[src/rtl/layer_sequencer.sv]
// ============================================================================
// Module   : layer_sequencer
// Purpose  : Row-at-a-time control for one fully-connected layer.
// Revision : 1.0 - initial release
// ============================================================================
`default_nettype none

module layer_sequencer #(
    parameter int M  = 5,
    parameter int N  = 4,
    parameter int RW = (M > 1) ? $clog2(M) : 1,
    parameter int CW = (N > 1) ? $clog2(N) : 1,
    parameter int AW = (M * N > 1) ? $clog2(M * N) : 1
) (
    input  logic          clk,
    input  logic          reset,
    input  logic          start,
    input  logic          abort,
    output logic          busy,
    output logic          done,
    output logic          rd_en,
    output logic [AW-1:0] w_addr,
    output logic [CW-1:0] x_idx,
    output logic          mac_clr,
    output logic          mac_en,
    output logic          bias_en,
    output logic [RW-1:0] b_idx,
    output logic          relu_en,
    output logic          out_valid,
    input  logic          out_ready,
    output logic [RW-1:0] out_idx
);

    localparam logic [2:0] S_IDLE  = 3'd0;
    localparam logic [2:0] S_CLR   = 3'd1;
    localparam logic [2:0] S_ISSUE = 3'd2;
    localparam logic [2:0] S_DRAIN = 3'd3;
    localparam logic [2:0] S_BIAS  = 3'd4;
    localparam logic [2:0] S_ACT   = 3'd5;
    localparam logic [2:0] S_WRITE = 3'd6;
    localparam logic [2:0] S_DONE  = 3'd7;

    localparam logic [RW-1:0] C_LAST_ROW = RW'(M - 1);
    localparam logic [CW-1:0] C_LAST_COL = CW'(N - 1);

    logic [2:0]    r_state, w_state_n;
    logic [RW-1:0] r_row, w_row_n;
    logic [CW-1:0] r_col, w_col_n;

    logic          w_busy_n, w_done_n, w_rd_en_n, w_mac_clr_n, w_mac_en_n;
    logic          w_bias_en_n, w_relu_en_n, w_out_valid_n;
    logic [AW-1:0] w_addr_n;
    logic [CW-1:0] w_x_idx_n;
    logic [RW-1:0] w_b_idx_n, w_out_idx_n;

    // Outputs are registered from the next-state decode so they line up
    // with the state they describe.
    always_ff @(posedge clk or posedge reset) begin
        if (reset) begin
            r_state   <= S_IDLE;
            r_row     <= '0;
            r_col     <= '0;
            busy      <= 1'b0;
            done      <= 1'b0;
            rd_en     <= 1'b0;
            w_addr    <= '0;
            x_idx     <= '0;
            mac_clr   <= 1'b0;
            mac_en    <= 1'b0;
            bias_en   <= 1'b0;
            b_idx     <= '0;
            relu_en   <= 1'b0;
            out_valid <= 1'b0;
            out_idx   <= '0;
        end else begin
            r_state   <= w_state_n;
            r_row     <= w_row_n;
            r_col     <= w_col_n;
            busy      <= w_busy_n;
            done      <= w_done_n;
            rd_en     <= w_rd_en_n;
            w_addr    <= w_addr_n;
            x_idx     <= w_x_idx_n;
            mac_clr   <= w_mac_clr_n;
            mac_en    <= w_mac_en_n;
            bias_en   <= w_bias_en_n;
            b_idx     <= w_b_idx_n;
            relu_en   <= w_relu_en_n;
            out_valid <= w_out_valid_n;
            out_idx   <= w_out_idx_n;
        end
    end

    always_comb begin
        w_state_n = r_state;
        w_row_n   = r_row;
        w_col_n   = r_col;
        if (abort && (r_state != S_IDLE)) begin
            w_state_n = S_IDLE;
        end else begin
            case (r_state)
                S_IDLE: begin
                    if (start) begin
                        w_state_n = S_CLR;
                        w_row_n   = '0;
                        w_col_n   = '0;
                    end
                end
                S_CLR: begin
                    w_state_n = S_ISSUE;
                    w_col_n   = '0;
                end
                S_ISSUE: begin
                    if (r_col == C_LAST_COL) w_state_n = S_DRAIN;
                    else                     w_col_n   = r_col + 1'b1;
                end
                S_DRAIN: w_state_n = S_BIAS;
                S_BIAS:  w_state_n = S_ACT;
                S_ACT:   w_state_n = S_WRITE;
                S_WRITE: begin
                    if (out_ready) begin
                        if (r_row == C_LAST_ROW) begin
                            w_state_n = S_DONE;
                        end else begin
                            w_state_n = S_CLR;
                            w_row_n   = r_row + 1'b1;
                            w_col_n   = '0;
                        end
                    end
                end
                S_DONE:  w_state_n = S_IDLE;
                default: w_state_n = S_IDLE;
            endcase
        end
    end

    // mac_en tracks rd_en one cycle late: every ISSUE beat after the first,
    // plus DRAIN for the final product.
    always_comb begin
        w_busy_n      = (w_state_n != S_IDLE);
        w_done_n      = (w_state_n == S_DONE);
        w_mac_clr_n   = (w_state_n == S_CLR);
        w_rd_en_n     = (w_state_n == S_ISSUE);
        w_mac_en_n    = ((w_state_n == S_ISSUE) && (w_col_n != '0)) || (w_state_n == S_DRAIN);
        w_bias_en_n   = (w_state_n == S_BIAS);
        w_relu_en_n   = (w_state_n == S_ACT);
        w_out_valid_n = (w_state_n == S_WRITE);
        w_addr_n      = '0;
        w_x_idx_n     = '0;
        w_b_idx_n     = '0;
        w_out_idx_n   = '0;
        if (w_state_n == S_ISSUE) begin
            w_addr_n  = AW'(w_row_n) * AW'(N) + AW'(w_col_n);
            w_x_idx_n = w_col_n;
        end
        if (w_state_n == S_BIAS)  w_b_idx_n   = w_row_n;
        if (w_state_n == S_WRITE) w_out_idx_n = w_row_n;
    end

endmodule

`default_nettype wire

[config.mk]
export PLATFORM = sky130hd
export DESIGN_NAME = layer_sequencer
export DESIGN_NICKNAME = d
export VERILOG_FILES = /design/src/rtl/layer_sequencer.sv
export SDC_FILE = /design/constraint.sdc
export NUM_CORES = 1
export LEC_CHECK = 0
export ABC_AREA = 1
export ABC_CLOCK_PERIOD_IN_PS = 2800
export BUFFER_PORTS_ARGS = -buffer_cell sky130_fd_sc_hd__buf_4
export CORE_MARGIN = 2
export CORE_UTILIZATION = 38
export CTS_CLUSTER_DIAMETER = 40
export CTS_CLUSTER_SIZE = 25
export DETAILED_ROUTE_END_ITERATION = 6
export PLACE_DENSITY_LB_ADDON = 0.2
export SETUP_SLACK_MARGIN = 0.3
export SLEW_MARGIN = 10
export SYNTH_ARGS = -nofsm -noshare
export SYNTH_HDL_FRONTEND = slang
export SYNTH_SLANG_ARGS = --single-unit
[constraint.sdc]
create_clock -name clk -period 2.8 [get_ports clk]
set_clock_uncertainty 0.2 [all_clocks]
set_input_delay 0.28 -clock clk [delete_from_list [all_inputs] [get_ports clk]]
set_output_delay 0.28 -clock clk [all_outputs]
set_load 0.05 [all_outputs]
==> metrics.txt, run 1 <==
failing checks hold timing; post-CTS sizing 0; Final Cycle Share 62.7%; RSZ-0062 raised after global routing false; number of synthesized flops with an enable pin 0; Seq cells post-synth 27; Tot GR Track Use 14.0%; asr flop ratio synth 100%; mean area per synthesized cell 9.37 µm²; initial antenna violation count 0; Synth top cells by count 29 x nand2_1, 27 x dfrtp_1, 18 x inv_1, 12 x nor2_1; core area 3280 µm²; CTS H-Tree Depth 1; total number of vias 955; post-synth cell types 22; Power Density 759 nW/µm²; synthesized instance count 136; Final ANT Viol Nets 0; aggregate global routing overflow 0; # Max-Cap Violations 0; Least-Margin Pin Slew 0.988 ns; layout cells sized above 1 34.8%; Detailed Routing Iterations Pass 1 5; top post-synthesis cells by area dfrtp_1 53%, nand2_1 8.5%, inv_1 5.3%; Rel. slew slack 34.1%; I/O pin count 26; Worst-Skew Late Latency 0.31 ns; Final Max Slew Viols 0; final hold violation count 27; vias in the first global route 915; Post-CTS Setup Inserts 0; nets 172; most common cell in the netlist nand2_1; status finished, violations left; largest net degree at the start of global routing 28; DP Worst Slack 1.05 ns; Die Area 3830 µm²; Design Power 1.17 mW; CP max FO 6; most area-hungry cell type in the Yosys netlist dfrtp_1; placed cells 205; total negative slack 0 ns; Worst Path Arrival 1.81 ns; GPL Wtd Cong 0.791; Peak VDD IR 360 µV; WHS -0.0172 ns; Critical Path Sink Type flop; # port buffers 25; CTS Hold Bufs 1; DRC Markers 0; Main synth FF type dfrtp_1; critical path's slowest cell dfrtp_1; chip height 61.9 µm; Post-DP HPWL 1880 µm; fin cells 210; post-placement cell area approximately 1500 µm²; initial DRC count 25; syn_nets 143; CTS Buffer Depth 2; CP Cell Sequence inv_1 > ha_1 > nand2_2 > nand2_1 > nor2_2 > nor2_4 > inv_2 > nand3_4 > a21oi_2; post-synth top area share 53.0%; # diodes 0; TritonCTS Buffers 3; Leakage roughly 0.84 nW; Yosys warning total 0; Starting Density 38.8%; global-route wire length before repair about 3900 µm; Util after Layout 46.9%; CTS tree yes; Post-Route WL about 2400 µm; met3 Use GR 5.80%; met1 usage 16.3%; sequential element share of the synthesized area between 50 and 60%; final worst slack 1.04 ns; Die X 61.9 µm; Cell Area, Synth 1270 µm²; post-route cell area approximately 1500 µm²; startpoint types flop; wire per inst 11.2 µm; Via-to-Cell Ratio approximately 4.5; Clock transition at path regs 0.13 ns; Hold Crit Class input pin to asynchronous set/reset pin; # rows 21; crit path time final between 1.5 and 2 ns; Crit Path Class flop to flop; setup slack, reg-to-reg roughly 1.0 ns; worst endpoint required time 2.85 ns; root buf cell clkbuf_4; crit-path max cell delay around 0.43 ns; Sink Count 27; M2 GR Usage approximately a quarter; Final Setup Violations 0; FMAX roughly 570 MHz; grt peak-use layer met2; Synth-to-Final Area Change 20.9%
worst max-delay path, delay by kind of cell, from the launching register on:
kind | cells | cell delay, ns
simple gates | 5 | 0.55
compound gates | 1 | 0.12
fa+ha+maj | 1 | 0.20
buf+inv | 2 | 0.19
flops | 1 | 0.43
cell type report:
| class | count | area (µm²) |
|---|---|---|
| Fill cell | 327 | 1740 |
| Clock buffer | 4 | 26.3 |
| Multi-Input combinational cell | 84 | 498 |
| Inverter | 23 | 86.3 |
| Sequential cell | 27 | 676 |
| Tap cell | 46 | 57.6 |
| Timing Repair Buffer | 26 | 198 |
power breakdown:
part           leakage (nW)  switching (mW)  internal, mW
sequential            0.370          0.0352         0.440
combinational         0.451           0.387         0.148
clock                0.0150           0.104        0.0557
sequential cells by signal (all words and copies together), names as in the netlist:
name / flops
mac_en: 1
relu_en: 1
r_row: 3
done: 1
r_col: 2
bias_en: 1
x_idx: 1
r_state: 3
busy: 1
out_valid: 1
out_idx: 3
b_idx: 3
w_addr: 4
rd_en: 1
mac_clr: 1
cells in the final DEF (no fill, tap or decap), types with 2 or more instances in the layout:
cell / netlist / final
nand2_1: 29 / 29
dfrtp_1: 27 / 27
buf_4: 2 / 25
inv_1: 18 / 18
nor2_1: 12 / 12
nand2_2: 8 / 8
nand3_1: 8 / 8
a21oi_2: 6 / 6
inv_2: 5 / 5
o21ai_0: 5 / 5
clkbuf_4: 0 / 3
nand3_4: 2 / 2
nand3_2: 2 / 2
nor3_2: 2 / 2
ha_1: 2 / 2
cells by family after synthesis:
family,Yosys count,synth area share [%]
compound gates,14,8.14
fa+ha+maj,2,1.96
buf+inv,25,7.95
flops,27,53.0
simple gates,68,28.9
worst paths after layout:
path                                    start              endpoint  depth (start not counted)
min                                     reset       rd_en$_DFF_PP0_                          2
max in group asynchronous               reset    r_row[2]$_DFF_PP0_                          2
min in group clk                    out_ready  r_state[1]$_DFF_PP0_                          4
max                        r_row[0]$_DFF_PP0_   w_addr[4]$_DFF_PP0_                          9
min reg2reg                r_row[1]$_DFF_PP0_    r_row[1]$_DFF_PP0_                          2
max reg2reg                r_row[0]$_DFF_PP0_   w_addr[4]$_DFF_PP0_                          9
metal layers:
| layer | vias up | part of all wire (%) |
|---|---|---|
| met2 | 27 | 51 |
| met4 | 0 | 0 |
| li1 | 475 | - |
| met1 | 453 | 44 |
| met5 | - | 0 |
| met3 | 0 | 5.8 |
No activity file was read; power rests on OpenSTA's default activity.
==> inputs of run 2 (changes only) <==
Settings changed: ABC_CLOCK_PERIOD_IN_PS 2800 to 1410.
Clock period 2.8 ns to 1.41 ns, I/O delays scaled along.
==> run 2 against run 1 <==
Largest power group unchanged. Clock-buffer cell count shrank 1. Die area unchanged. Cell count increased by 7.1%. First-iteration DRC count increased by 12%. The run ends with hold timing, setup timing left. Combinational power grew to 3.2 times the previous value. Highest routed layer is now met4. Register-to-register slack lost 1.2 ns. Clock power up 120%.
==> metrics.txt, run 2 (synthesized netlist as in run 1, its figures left out) <==
status finished, violations left; failing checks hold timing, setup timing; CP max FO 5 (-1); Worst path depth 6 (-3); Final Setup Violations 24 (+24); Final Cycle Share 114% (+52 points); Util after Layout 60.9% (+14 points); most frequent cells in the layout 26 x dfrtp_1, 26 x buf_6, 17 x nand2_1; Clock transition at path regs 0.15 ns (+0.02 ns); total number of vias 1030 (+7.9%); initial antenna violation count 0 (unchanged); Starting Density 38.8% (unchanged); critical path's slowest cell dfrtp_2; Bufs and invs on worst path 1 (-1); Largest register FFs 4 (unchanged); hold path depth 3; # port buffers 25 (unchanged); wire per inst 13.3 µm (+18%); Synth-to-Final Area Change 56.8%; Via-to-Cell Ratio 4.58 (+0.66%); fin cells 225 (+7.1%); CP Cell Sequence inv_2 > nand2_4 > o21ai_4 > nand3_4 > a21oi_4 > nor2_1; Worst R2R Path Depth 6 (-3); Post-Route WL 2980 µm (+27%); WHS -0.0976 ns (-0.0804 ns); Detailed Routing Iterations Pass 1 4 (-1); Sink Count 27 (unchanged); global-route wire length before repair 4680 µm (+19%); Worst-Skew Late Latency 0.33 ns (+0.02 ns); CTS H-Tree Depth 1 (unchanged); CTS Hold Bufs 1 (unchanged); Peak VDD IR 506 µV (+41%); final worst slack -0.204 ns (-1.25 ns); Rel. slew slack 78.0% (+44 points); placed cells 216 (+5.4%); Critical Path Sink Type flop; crit path time final 1.61 ns (-0.143 ns); Worst Path Arrival 1.65 ns (-0.16 ns); worst endpoint required time 1.44 ns (-1.41 ns); # diodes 0 (unchanged); layout cells sized above 1 60.9% (+26 points); Die X 61.9 µm (unchanged); met1 usage 19.5% (+3.2 points); crit-path max cell delay 0.49 ns (+0.06 ns); Least-Margin Pin Slew 0.330 ns (-0.657 ns); Post-DP HPWL 2010 µm (+7.2%); Die Area 3830 µm² (unchanged); chip height 61.9 µm (unchanged); CTS tree yes; R2R Path Start r_state[0]$_DFF_PP0_; core area 3280 µm² (unchanged); Hold Crit Class input pin to flop; DRC Markers 0 (unchanged); initial DRC count 28 (+12%); root buf cell clkbuf_4; Hold Path Origin abort; FMAX 620 MHz (+8.9%); startpoint types flop; TritonCTS Buffers 3 (unchanged); aggregate global routing overflow 0 (unchanged); Crit Path Class flop to flop; fillcell total 287 (-12%); Tot GR Track Use 16.8% (+2.8 points); total negative slack -3.64 ns (-3.64 ns); nets 187 (+8.7%); RSZ-0062 raised after global routing true; GPL Wtd Cong 0.767 (-3.1%); Power Density 1510 nW/µm² (+99%); Leakage 0.992 nW (+19%); CTS Buffer Depth 2 (unchanged); crit-path leading delay family flip-flops; M2 GR Usage 30.8% (+6.2 points); largest net degree at the start of global routing 28 (unchanged); # Max-Cap Violations 0 (unchanged); # rows 21 (unchanged); Final Max Slew Viols 0 (unchanged); Final ANT Viol Nets 0 (unchanged); met3 Use GR 3.31% (-2.5 points); vias in the first global route 1020 (+11%); final hold violation count 4 (-85%); grt peak-use layer met2; critical path launch point r_state[0]$_DFF_PP0_; Most flops, register w_addr; I/O pin count 26 (unchanged)
run 2: cell count changes in the layout (fill, tap and decap cells not counted), sizes merged:
cell,change
buf,+15
clkbuf,-1
clkinvlp,+1
run 2: tightest hold or removal path, delay by kind of cell:
| family | cells | cell delay (ns) |
|---|---|---|
| buf+inv | 2 | 0.23 |
| simple gates | 1 | 0.05 |
run 2: path summary, 6_finish.rpt:
check / end / slack, ns
min: mac_en$_DFF_PP0_ / -0.1
max reg2reg: b_idx[1]$_DFF_PP0_ / -0.20
max in group asynchronous: r_state[0]$_DFF_PP0_ / 0.55
max: b_idx[1]$_DFF_PP0_ / -0.20
min in group asynchronous: r_col[0]$_DFF_PP0_ / 0.20
min reg2reg: r_col[1]$_DFF_PP0_ / 0.38
run 2: layout make-up:
class | instances | area [µm²] | area share, %
clock buffer | 3 | 22.5 | 1.13
clock inverter | 1 | 7.51 | 0.375
inverter | 23 | 93.8 | 4.69
multi-input combinational | 84 | 733 | 36.7
sequential | 27 | 677 | 33.9
tap | 46 | 57.6 | 2.88
timing repair buffer | 41 | 408 | 20.4
run 2: repair_timing:
action | CTS | global route
resized for setup | 49 | 22
pin swaps | 13 | 8
setup buffers | 3 | 1
hold endpoints to repair | 31 | 4
gates cloned | 0 | 0
endpoints found under the setup margin | 48 | 48
run 2: layer usage:
| metal | vias to the layer above | wire length [µm] |
|---|---|---|
| met5 | - | 0 |
| met4 | 0 | 31 |
| met3 | 4 | 106 |
| met2 | 20 | 1680 |
| met1 | 500 | 1170 |
| li1 | 506 | - |
run 2: power by group:
group	total (mW)	switching, mW	internal, mW
clock	0.352	0.244	0.109
combinational	1.69	1.08	0.606
sequential	0.971	0.0937	0.877
run 2: stage by stage:
stage / instance area (µm²) / power [mW] / worst slack, ns
3_3_place_gp: 1640 / 2.17 / -0.223
3_5_place_dp: 1640 / 2.19 / -0.232
6_report: 2000 / 3.01 / -0.204
5_1_grt: 2000 / 3.19 / -0.276
2_1_floorplan: 1330 / 1.86 / -0.0764
4_1_cts: 1900 / 2.83 / -0.176
